### src/rtl/posit_add_arbiter.sv
// Two-requester front end for a shared, fixed-latency posit adder.
// One operation in flight: IDLE grants and launches, EXEC waits LAT cycles, RESP holds the result.
module posit_add_arbiter #(
    parameter int N   = 8,
    parameter int ES  = 3,
    parameter int RS  = $clog2(N),
    parameter int LAT = 2
) (
    input  logic             clock,
    input  logic             reset,
    input  logic             req0_valid,
    output logic             req0_ready,
    input  logic [N-1:0]     req0_a,
    input  logic [N-1:0]     req0_b,
    input  logic             req1_valid,
    output logic             req1_ready,
    input  logic [N-1:0]     req1_a,
    input  logic [N-1:0]     req1_b,
    output logic [N-1:0]     add_in1,
    output logic [N-1:0]     add_in2,
    input  logic [ES+RS:0]   add_le,
    input  logic [ES-1:0]    add_e,
    input  logic [RS:0]      add_r,
    output logic             rsp_valid,
    input  logic             rsp_ready,
    output logic             rsp_id,
    output logic [ES+RS:0]   rsp_le,
    output logic [ES-1:0]    rsp_e,
    output logic [RS:0]      rsp_r,
    output logic             busy
);

    localparam logic [3:0] CNT_LOAD = 4'(LAT - 1);

    typedef enum logic [1:0] {IDLE, EXEC, RESP} state_t;

    typedef struct packed {
        logic [N-1:0] a;
        logic [N-1:0] b;
    } ops_t;

    state_t     state, state_nx;
    logic       ptr;
    logic [3:0] cnt;
    logic       any_vld, gnt, accept;
    ops_t       req_ops [2];
    ops_t       gnt_ops;

    assign req_ops[0] = {req0_a, req0_b};
    assign req_ops[1] = {req1_a, req1_b};

    always_comb begin
        any_vld    = req0_valid | req1_valid;
        // Contention goes to the pointer; otherwise whoever is asking.
        gnt        = (req0_valid && req1_valid) ? ptr : req1_valid;
        gnt_ops    = req_ops[gnt];
        req0_ready = (state == IDLE) && !reset && any_vld && !gnt;
        req1_ready = (state == IDLE) && !reset && any_vld && gnt;
        accept     = req0_ready | req1_ready;
        rsp_valid  = (state == RESP) && !reset;
        busy       = (state != IDLE) && !reset;
    end

    always_comb begin
        state_nx = state;
        case (state)
            IDLE:    if (accept) state_nx = EXEC;
            EXEC:    if (cnt == 4'd0) state_nx = RESP;
            RESP:    if (rsp_valid && rsp_ready) state_nx = IDLE;
            default: state_nx = IDLE;
        endcase
    end

    always_ff @(posedge clock) begin
        if (reset) begin
            state   <= IDLE;
            ptr     <= 1'b0;
            cnt     <= 4'd0;
            add_in1 <= '0;
            add_in2 <= '0;
            rsp_id  <= 1'b0;
            rsp_le  <= '0;
            rsp_e   <= '0;
            rsp_r   <= '0;
        end else begin
            state <= state_nx;
            if (accept) begin
                ptr     <= ~gnt;
                add_in1 <= gnt_ops.a;
                add_in2 <= gnt_ops.b;
                rsp_id  <= gnt;
                cnt     <= CNT_LOAD;
            end
            if (state == EXEC) begin
                if (cnt != 4'd0) begin
                    cnt <= cnt - 4'd1;
                end else begin
                    rsp_le <= add_le;
                    rsp_e  <= add_e;
                    rsp_r  <= add_r;
                end
            end
        end
    end

endmodule

### config.mk
export PLATFORM = sky130hd
export DESIGN_NAME = posit_add_arbiter
export DESIGN_NICKNAME = d
export VERILOG_FILES = /design/src/rtl/posit_add_arbiter.sv
export SDC_FILE = /design/constraint.sdc
export NUM_CORES = 1
export LEC_CHECK = 0
export ABC_AREA = 1
export CORE_ASPECT_RATIO = 0.9
export CORE_MARGIN = 8
export CORE_UTILIZATION = 43
export DETAILED_ROUTE_END_ITERATION = 10
export PLACE_DENSITY_LB_ADDON = 0.25
export SLEW_MARGIN = 10
export SYNTH_ARGS = -nofsm -noshare
export SYNTH_HDL_FRONTEND = slang
export SYNTH_SLANG_ARGS = --single-unit
### constraint.sdc
create_clock -name clock -period 2.93 [get_ports clock]
set_input_delay 0.586 -clock clock [delete_from_list [all_inputs] [get_ports clock]]
set_output_delay 0.586 -clock clock [all_outputs]
set_load 0.1 [all_outputs]
==> results.sh, run 1 <==
export IMPL_power_density_nw_per_um2=894
export IMPL_dieArea_um2=6460
export IMPL_htreeDepth=2
export IMPL_areaGrowthSynthToFinish_pct=52.4
export IMPL_numClockSinks=38
export IMPL_grt_max_degree=23
export IMPL_dieWidth_um=83.9
export IMPL_maxCapViolCount=0
export IMPL_clockRootBuffer="clkbuf_8"
export IMPL_use_met3_pct=5.07
export IMPL_nFillCells=349
export IMPL_cp_start_kind="primary input"
export IMPL_wl_um=4810
export IMPL_met1_usage_pct=16.9
export IMPL_max_stage_delay_ns=0.52
export IMPL_worstPathCellList="clkdlybuf4s50_1, inv_4, nand2_4, nand3_4, inv_4, nand2_1, inv_1, buf_12"
export IMPL_finalSetupTns_ns=0
export IMPL_syn_area_per_cell_um2=7.33
export IMPL_dp_hpwl_um=3770
export IMPL_layout_common_cells="nand2_1, clkdlybuf4s50_1, dfxtp_1, buf_4, nor2_1"
export IMPL_synth_cell_types=26
export IMPL_cp_num_cells=8
export IMPL_fin_crit_sh_pct=83.2
export IMPL_post_route_util_pct=67.6
export IMPL_placed_cell_area_um2=2610
export IMPL_worst_pin_slew_ns=0.383
export IMPL_cts_resized=0
export IMPL_syn_area_um2=1780
export IMPL_synth_seq_area_share_pct=42.7
export IMPL_finalHoldViolations=0
export IMPL_dr_pass1_iters=4
export IMPL_route_detailed_drc=0
export IMPL_rsz0062_at_grt="no"
export IMPL_yosysWarnings=0
export IMPL_cp_arrival_ns=1.85
export IMPL_synth_area_leader_cell="dfxtp_1"
export IMPL_clk_latency_ns=0.27
export IMPL_grt_pass1_wl_um=8340
export IMPL_die_height_um=77.1
export IMPL_clk_path_buf_depth=2
export IMPL_post_cts_buffers=0
export IMPL_holdPathStages=2
export IMPL_first_global_vias=1847
export IMPL_boundaryPins=86
export IMPL_nets=380
export IMPL_syn_nets=295
export IMPL_finalSetupViolations=0
export IMPL_crit_required_ns=2.34
export IMPL_path_class="primary input to output port"
export IMPL_vias=1796
export IMPL_critPathBufInv=5
export IMPL_path_clk_slew_ns=0.07
export IMPL_synth_top_cell_area_share_pct=42.7
export IMPL_drive_above_1_share_pct=24.0
export IMPL_post_drt_wl_per_cell_um=12.8
export IMPL_grt_util_all_layers_pct=14.9
export IMPL_n_antenna_cell=0
export IMPL_num_rows=22
export IMPL_min_path_type="register to register"
export IMPL_min_period_ns=2.44
export IMPL_grt_overflow_total=0
export IMPL_slew_viol_final=0
export IMPL_vdd_drop_max_mv=0.582
export IMPL_cts_buffers=5
export IMPL_antenna_left=0
export IMPL_netlist_instances=243
export IMPL_final_common_cell="nand2_1"
export IMPL_total_leakage_power_nw=1.24
export IMPL_crit_path_end_kind="output port"
export IMPL_status="complete, no violations"
export IMPL_grt_busiest_layer="met2"
export IMPL_synth_ff_latch_count=38
export IMPL_slew_headroom_pct=74.4
export IMPL_max_freq_mhz=410
export IMPL_fin_skew_ns=0.00324
export IMPL_whs_ns=0.464
export IMPL_cpMaxStageDelayCell="clkdlybuf4s50_1"
export IMPL_drt_initial_drc_count=61
export IMPL_globalplace_congestion=0.781
export IMPL_postCtsHoldBufs=0
export IMPL_cp_max_fo=18
export IMPL_cpMostUsedCell="inv_4"
export IMPL_use_met2_pct=26.3
export IMPL_coreArea_um2=4020
export IMPL_post_drt_via_cell_ratio=4.76
export IMPL_cp_top_family="buffers and inverters"
export IMPL_antenna_found_initial=0
export IMPL_netlist_top_cells_area="dfxtp_1, nand2_1, nand3_1"
export IMPL_cts_tree="done"
export IMPL_portBuffers=85
export IMPL_r2r_cells=7
export IMPL_design_area_um2=2720
export IMPL_initial_core_util_pct=44.3
## worst register-to-register path, delay by kind of cell, from the launching register on
kind          cells  cell delay [ns]
simple gates      4             0.72
buf+inv           2             0.34
flops             1             0.32
fa+ha+maj         1             0.19
## state kept, by name, indices dropped and copies added (netlist names)
register / cells
rsp_id: 1
add_in1: 8
rsp_le: 7
rsp_e: 3
rsp_r: 4
state: 2
ptr: 1
add_in2: 8
cnt: 4
## power by group
group | switching, mW | leakage, nW | internal (mW) | total [mW]
Sequential | 0.0632 | 0.311 | 0.627 | 0.690
Combinational | 1.01 | 0.867 | 0.326 | 1.33
Clock | 0.168 | 0.0575 | 0.237 | 0.406
## stage by stage
stage / setup slack, ns / power (mW) / std cells
6_report: 0.492 / 2.43 / 377
2_1_floorplan: 0.294 / 1.74 / 243
3_3_place_gp: 0.490 / 2.02 / 369
3_5_place_dp: 0.480 / 2.04 / 369
5_1_grt: 0.373 / 2.56 / 377
4_1_cts: 0.479 / 2.45 / 377
## cells in the mapped netlist
library cell  count
nand2_1          73
dfxtp_1          38
nor2_1           23
nand3_1          21
inv_1            12
a21oi_1          10
nor2_2           10
o21ai_1          10
a21oi_2           8
o21ai_0           7
buf_2             5
nand2_2           4
buf_6             3
buf_4             2
inv_2             2
inv_4             2
nor2_4            2
nor3_1            2
xor2_1            2
buf_8             1
clkbuf_1          1
ha_1              1
nand2_4           1
nand3_4           1
nand4_1           1
o31ai_1           1
## routing by layer
metal | share of wire (%) | vias up
met4 | 0.83 | 0
li1 | - | 937
met5 | 0 | -
met1 | 43 | 808
met2 | 50 | 47
met3 | 6.3 | 4
## path summary, 6_finish.rpt
| path | start | end | slack (ns) |
|---|---|---|---|
| setup / recovery | req1_valid | req0_ready | 0.49 |
| hold / removal | cnt[1] | cnt[1] | 0.46 |
| setup reg to reg | cnt[0] | rsp_r[3] | 1.25 |
| hold reg to reg | cnt[1] | cnt[1] | 0.46 |
## kinds of logic (layout without fill, tap and decap cells)
| group | count (synthesis) | count (layout) | share of synthesized area, % |
|---|---|---|---|
| simple gates | 138 | 138 | 34.8 |
| flops | 38 | 38 | 42.7 |
| compound gates | 36 | 36 | 11.9 |
| buf+inv | 28 | 114 | 8.85 |
| xor+xnor | 2 | 2 | 0.983 |
| fa+ha+maj | 1 | 1 | 0.702 |
## final cells by class
type / count / area, um^2 / area share, %
Multi-Input combinational cell: 177 / 868 / 32.0
Sequential cell: 38 / 761 / 28.0
Timing Repair Buffer: 90 / 851 / 31.3
Inverter: 16 / 65.1 / 2.40
Tap cell: 48 / 60.1 / 2.21
Clock buffer: 8 / 110 / 4.06
Power figures use the tool's default switching activity.
==> run 2: changes to the inputs <==
--- a/config.mk
+++ b/config.mk
@@ -8,7 +8,7 @@
 export ABC_AREA = 1
 export CORE_ASPECT_RATIO = 0.9
 export CORE_MARGIN = 8
-export CORE_UTILIZATION = 43
+export CORE_UTILIZATION = 40
 export DETAILED_ROUTE_END_ITERATION = 10
 export PLACE_DENSITY_LB_ADDON = 0.25
 export SLEW_MARGIN = 10
==> constraint.sdc (replaced) <==
create_clock -name clock -period 2.27 [get_ports clock]
set_input_delay 0.454 -clock clock [delete_from_list [all_inputs] [get_ports clock]]
set_output_delay 0.454 -clock clock [all_outputs]
set_load 0.1 [all_outputs]
==> run 2 against run 1 <==
Against the previous run:
- global-route usage rose by 0.58 points
- critical path type unchanged
- wire length rose by 6.6%
- clock skew rose by 0.0024 ns
- first-iteration DRC count did not move
- cell count rose by 5.0%
- critical path depth fell by 1
- via count barely moved
- utilization fell by 4.2 points
- critical endpoint is now req1_ready
- largest power group unchanged
- non-clock buffer count rose by 5
==> results.sh, run 2 (same netlist as run 1, synthesis figures left out) <==
export IMPL_worst_pin_slew_ns=0.380
export IMPL_layout_common_cells="nand2_1, clkdlybuf4s50_1, buf_4, dfxtp_1, nor2_1"
export IMPL_finalHoldViolations=0
export IMPL_vias=1797
export IMPL_die_height_um=79.3
export IMPL_antenna_found_initial=0
export IMPL_route_detailed_drc=0
export IMPL_antenna_left=0
export IMPL_post_drt_wl_per_cell_um=12.9
export IMPL_nets=385
export IMPL_min_path_type="register to register"
export IMPL_grt_pass1_wl_um=8650
export IMPL_crit_required_ns=1.82
export IMPL_dieArea_um2=6850
export IMPL_path_class="primary input to output port"
export IMPL_max_freq_mhz=468
export IMPL_post_cts_buffers=0
export IMPL_final_common_cell="nand2_1"
export IMPL_rsz0062_at_grt="no"
export IMPL_grt_max_degree=20
export IMPL_post_drt_via_cell_ratio=4.54
export IMPL_slew_viol_final=0
export IMPL_wl_um=5130
export IMPL_post_route_util_pct=63.4
export IMPL_cts_buffers=5
export IMPL_clk_latency_ns=0.29
export IMPL_cts_tree="done"
export IMPL_cts_resized=0
export IMPL_dp_hpwl_um=3960
export IMPL_total_leakage_power_nw=1.26
export IMPL_maxCapViolCount=0
export IMPL_min_period_ns=2.14
export IMPL_slew_headroom_pct=74.6
export IMPL_initial_core_util_pct=40.7
export IMPL_postCtsHoldBufs=0
export IMPL_first_global_vias=1832
export IMPL_total_power_mw=3.19
export IMPL_design_area_um2=2770
export IMPL_cp_start_kind="primary input"
export IMPL_cp_max_fo=5
export IMPL_placed_cell_area_um2=2660
export IMPL_grt_util_all_layers_pct=15.5
export IMPL_finalSetupViolations=0
export IMPL_drt_initial_drc_count=61
export IMPL_fin_skew_ns=0.00560
export IMPL_coreArea_um2=4370
export IMPL_portBuffers=85
export IMPL_drive_above_1_share_pct=25.4
export IMPL_grt_overflow_total=0
export IMPL_crit_path_end_kind="output port"
export IMPL_vdd_drop_max_mv=0.747
export IMPL_cp_arrival_ns=1.68
export IMPL_clockRootBuffer="clkbuf_8"
export IMPL_globalplace_congestion=0.822
export IMPL_largest_registers="add_in1 x8, add_in2 x8, rsp_le x7"
export IMPL_power_density_nw_per_um2=1150
export IMPL_path_clk_slew_ns=0.07
export IMPL_fin_crit_sh_pct=94.2
export IMPL_dr_pass1_iters=4
export IMPL_boundaryPins=86
export IMPL_n_antenna_cell=0
export IMPL_finalSetupTns_ns=0
export IMPL_num_rows=23
export IMPL_clk_path_buf_depth=2
export IMPL_areaGrowthSynthToFinish_pct=55.5
export IMPL_htreeDepth=2
export IMPL_status="complete, no violations"
export IMPL_dieWidth_um=86.4
export IMPL_numClockSinks=38
==> run 2: cell count changes in the layout (fill, tap and decap cells not counted) <==
cell       delta
nor2_1        -1
nor2_2        +1
bufinv_16     +1
clkbuf_8      -3
buf_4         +5
clkinv_2      +2
==> run 2: worst paths after layout <==
| path | start | endpoint | slack, ns | cells after the start |
|---|---|---|---|---|
| hold reg to reg | cnt[1] | cnt[1] | 0.46 | 2 |
| hold / removal | cnt[1] | cnt[1] | 0.46 | 2 |
| setup reg to reg | cnt[0] | rsp_e[2] | 0.62 | 7 |
| setup / recovery | req1_valid | req1_ready | 0.13 | 7 |
==> run 2: power breakdown <==
part	switching [mW]	total, mW	internal (mW)
registers	0.0824	0.891	0.809
logic	1.30	1.74	0.433
clock network	0.236	0.559	0.323
total	1.62	3.19	1.57
==> run 2: area by class of cell <==
type	instances	area (um^2)
timing repair buffer	95	888
tap	62	77.6
multi-input combinational	177	871
clock inverter	3	40.0
inverter	16	65.1
fill	426	1600
clock buffer	5	68.8
sequential	38	761
==> run 2: per-stage QoR <==
| stage | worst slack, ns | hold WS, ns | cells |
|---|---|---|---|
| after floorplan | -0.0400 | 0.441 | 243 |
| after global placement | 0.179 | 0.452 | 388 |
| after detailed placement | 0.147 | 0.456 | 388 |
| after CTS | 0.145 | 0.467 | 396 |
| after global routing | 0.0789 | 0.475 | 396 |
| final | 0.132 | 0.463 | 396 |
==> run 2: layer usage <==
| metal | wire length [um] | global-route usage [%] | vias up |
|---|---|---|---|
| met5 | 0 | 0 | - |
| met2 | 2430 | 24.5 | 47 |
| met4 | 68 | 4.12 | 0 |
| met1 | 2320 | 19.6 | 794 |
| met3 | 304 | 5.36 | 7 |
| li1 | - | - | 949 |
==> run 2: critical path, cell delays in order <==
cell and delay (ns):
clkdlybuf4s50_1 0.58, buf_4 0.17, nand2_2 0.09, inv_1 0.06
nand2_1 0.06, inv_1 0.09, buf_12 0.18
==> run 3: changes to the inputs <==
--- a/config.mk
+++ b/config.mk
@@ -7,7 +7,7 @@
 export LEC_CHECK = 0
 export ABC_AREA = 1
 export CORE_ASPECT_RATIO = 0.9
-export CORE_MARGIN = 8
+export CORE_MARGIN = 3
 export CORE_UTILIZATION = 40
 export DETAILED_ROUTE_END_ITERATION = 10
 export PLACE_DENSITY_LB_ADDON = 0.25
==> run 3 against run 2 <==
Against the previous run:
- cell area down 0.72%
- total power down 0.31%
- wire length is 11% lower
- first-iteration DRC count rose by 67%
- die area decreased by 23%
- combinational power barely moved
- hold slack better by 0.0046 ns
- flip-flop and latch count did not move
- critical endpoint unchanged
- largest power group unchanged
==> results.sh, run 3 (same netlist as run 1, synthesis figures left out) <==
export IMPL_dieArea_um2=5290
export IMPL_post_drt_wl_per_cell_um=11.6
export IMPL_final_common_cell="nand2_1"
export IMPL_cts_resized=0
export IMPL_slew_viol_final=0
export IMPL_initial_core_util_pct=42.6
export IMPL_areaGrowthSynthToFinish_pct=54.4
export IMPL_drt_initial_drc_count=102
export IMPL_fin_cells=392
export IMPL_globalplace_congestion=0.803
export IMPL_whs_ns=0.468
export IMPL_post_drt_via_cell_ratio=4.49
export IMPL_max_stage_delay_ns=0.61
export IMPL_grt_pass1_wl_um=7690
export IMPL_path_clk_slew_ns=0.07
export IMPL_first_global_vias=1650
export IMPL_coreArea_um2=4180
export IMPL_route_detailed_drc=0
export IMPL_finalHoldViolations=0
export IMPL_cpMostUsedCell="inv_4"
export IMPL_num_rows=22
export IMPL_fin_crit_sh_pct=94.9
export IMPL_cp_arrival_ns=1.70
export IMPL_drive_above_1_share_pct=24.4
export IMPL_finalSetupTns_ns=0
export IMPL_post_cts_buffers=0
export IMPL_crit_required_ns=1.82
export IMPL_htreeDepth=2
export IMPL_vias=1762
export IMPL_power_density_nw_per_um2=1150
export IMPL_cts_tree="done"
export IMPL_boundaryPins=86
export IMPL_wl_um=4560
export IMPL_numClockSinks=38
export IMPL_cp_num_cells=8
export IMPL_status="complete, no violations"
export IMPL_die_height_um=69.3
export IMPL_total_leakage_power_nw=1.25
export IMPL_layout_common_cells="nand2_1, clkdlybuf4s50_1, buf_4, dfxtp_1, nor2_1"
export IMPL_path_class="primary input to output port"
export IMPL_cp_max_fo=5
export IMPL_largest_registers="add_in1 x8, add_in2 x8, rsp_le x7"
export IMPL_antenna_found_initial=0
export IMPL_cpMaxStageDelayCell="clkdlybuf4s50_1"
export IMPL_r2r_cells=7
export IMPL_clk_path_buf_depth=2
export IMPL_vdd_drop_max_mv=0.606
export IMPL_slew_headroom_pct=77.9
export IMPL_holdPathStages=2
export IMPL_cp_start_kind="primary input"
export IMPL_grt_overflow_total=0
export IMPL_dp_hpwl_um=3420
export IMPL_antenna_left=0
export IMPL_dp_cells=384
export IMPL_grt_util_all_layers_pct=18.0
export IMPL_min_period_ns=2.15
export IMPL_rsz0062_at_grt="no"
export IMPL_finalSetupViolations=0
export IMPL_grt_max_degree=23
export IMPL_dr_pass1_iters=4
export IMPL_max_freq_mhz=464
export IMPL_post_route_util_pct=65.8
export IMPL_postCtsHoldBufs=0
export IMPL_cp_top_family="buffers and inverters"
export IMPL_crit_path_end_kind="output port"
export IMPL_worst_pin_slew_ns=0.332
export IMPL_portBuffers=85
export IMPL_total_power_mw=3.18
export IMPL_dieWidth_um=76.4
export IMPL_critPathBufInv=5
export IMPL_clockRootBuffer="clkbuf_8"
export IMPL_min_path_type="register to register"
export IMPL_nets=383
export IMPL_n_antenna_cell=0
export IMPL_clk_latency_ns=0.28
export IMPL_worstPathCellList="clkdlybuf4s50_1, inv_4, nand2_4, nand3_4, inv_4, nand2_1, inv_1, buf_12"
export IMPL_cts_buffers=5
export IMPL_maxCapViolCount=0
export IMPL_fin_skew_ns=0.00586
-- run 3: cell type report --
type	instances	area, um^2
Timing Repair Buffer	93	873
Inverter	16	65.1
Multi-Input combinational cell	177	871
Clock inverter	1	30.0
Sequential cell	38	761
Tap cell	60	75.1
Fill cell	383	1430
Clock buffer	7	76.3
-- run 3: final timing paths --
kind,from,to,slack [ns]
min reg2reg,cnt[1],cnt[1],0.47
max reg2reg,cnt[0],rsp_le[4],0.89
min,cnt[1],cnt[1],0.47
max,req1_valid,req1_ready,0.12
-- run 3: report_power, final --
part | total [mW] | switching [mW] | internal (mW)
logic | 1.74 | 1.30 | 0.437
clock network | 0.551 | 0.222 | 0.329
registers | 0.890 | 0.0815 | 0.809
-- run 3: worst register-to-register path: stages (launching register included) --
cell     delay [ns]
dfxtp_1        0.31
inv_1          0.09
ha_1           0.19
nand3_1        0.17
nor2_4         0.14
buf_4          0.22
o21ai_0        0.11
nor2_1         0.09
-- run 3: metrics by stage --
stage / setup WS [ns] / cell area [um^2]
after floorplan: -0.0400 / 1790
after global placement: 0.165 / 2650
after detailed placement: 0.121 / 2650
after CTS: 0.120 / 2750
after global routing: 0.0594 / 2750
final: 0.115 / 2750
-- run 3: layer usage --
metal  part of all wire (%)  track usage, %  vias up
li1                       -               -      944
met1                     47            22.5      771
met2                     47            28.4       45
met3                    5.5            6.88        2
met4                   0.72            6.24        0
met5                      0               0        -
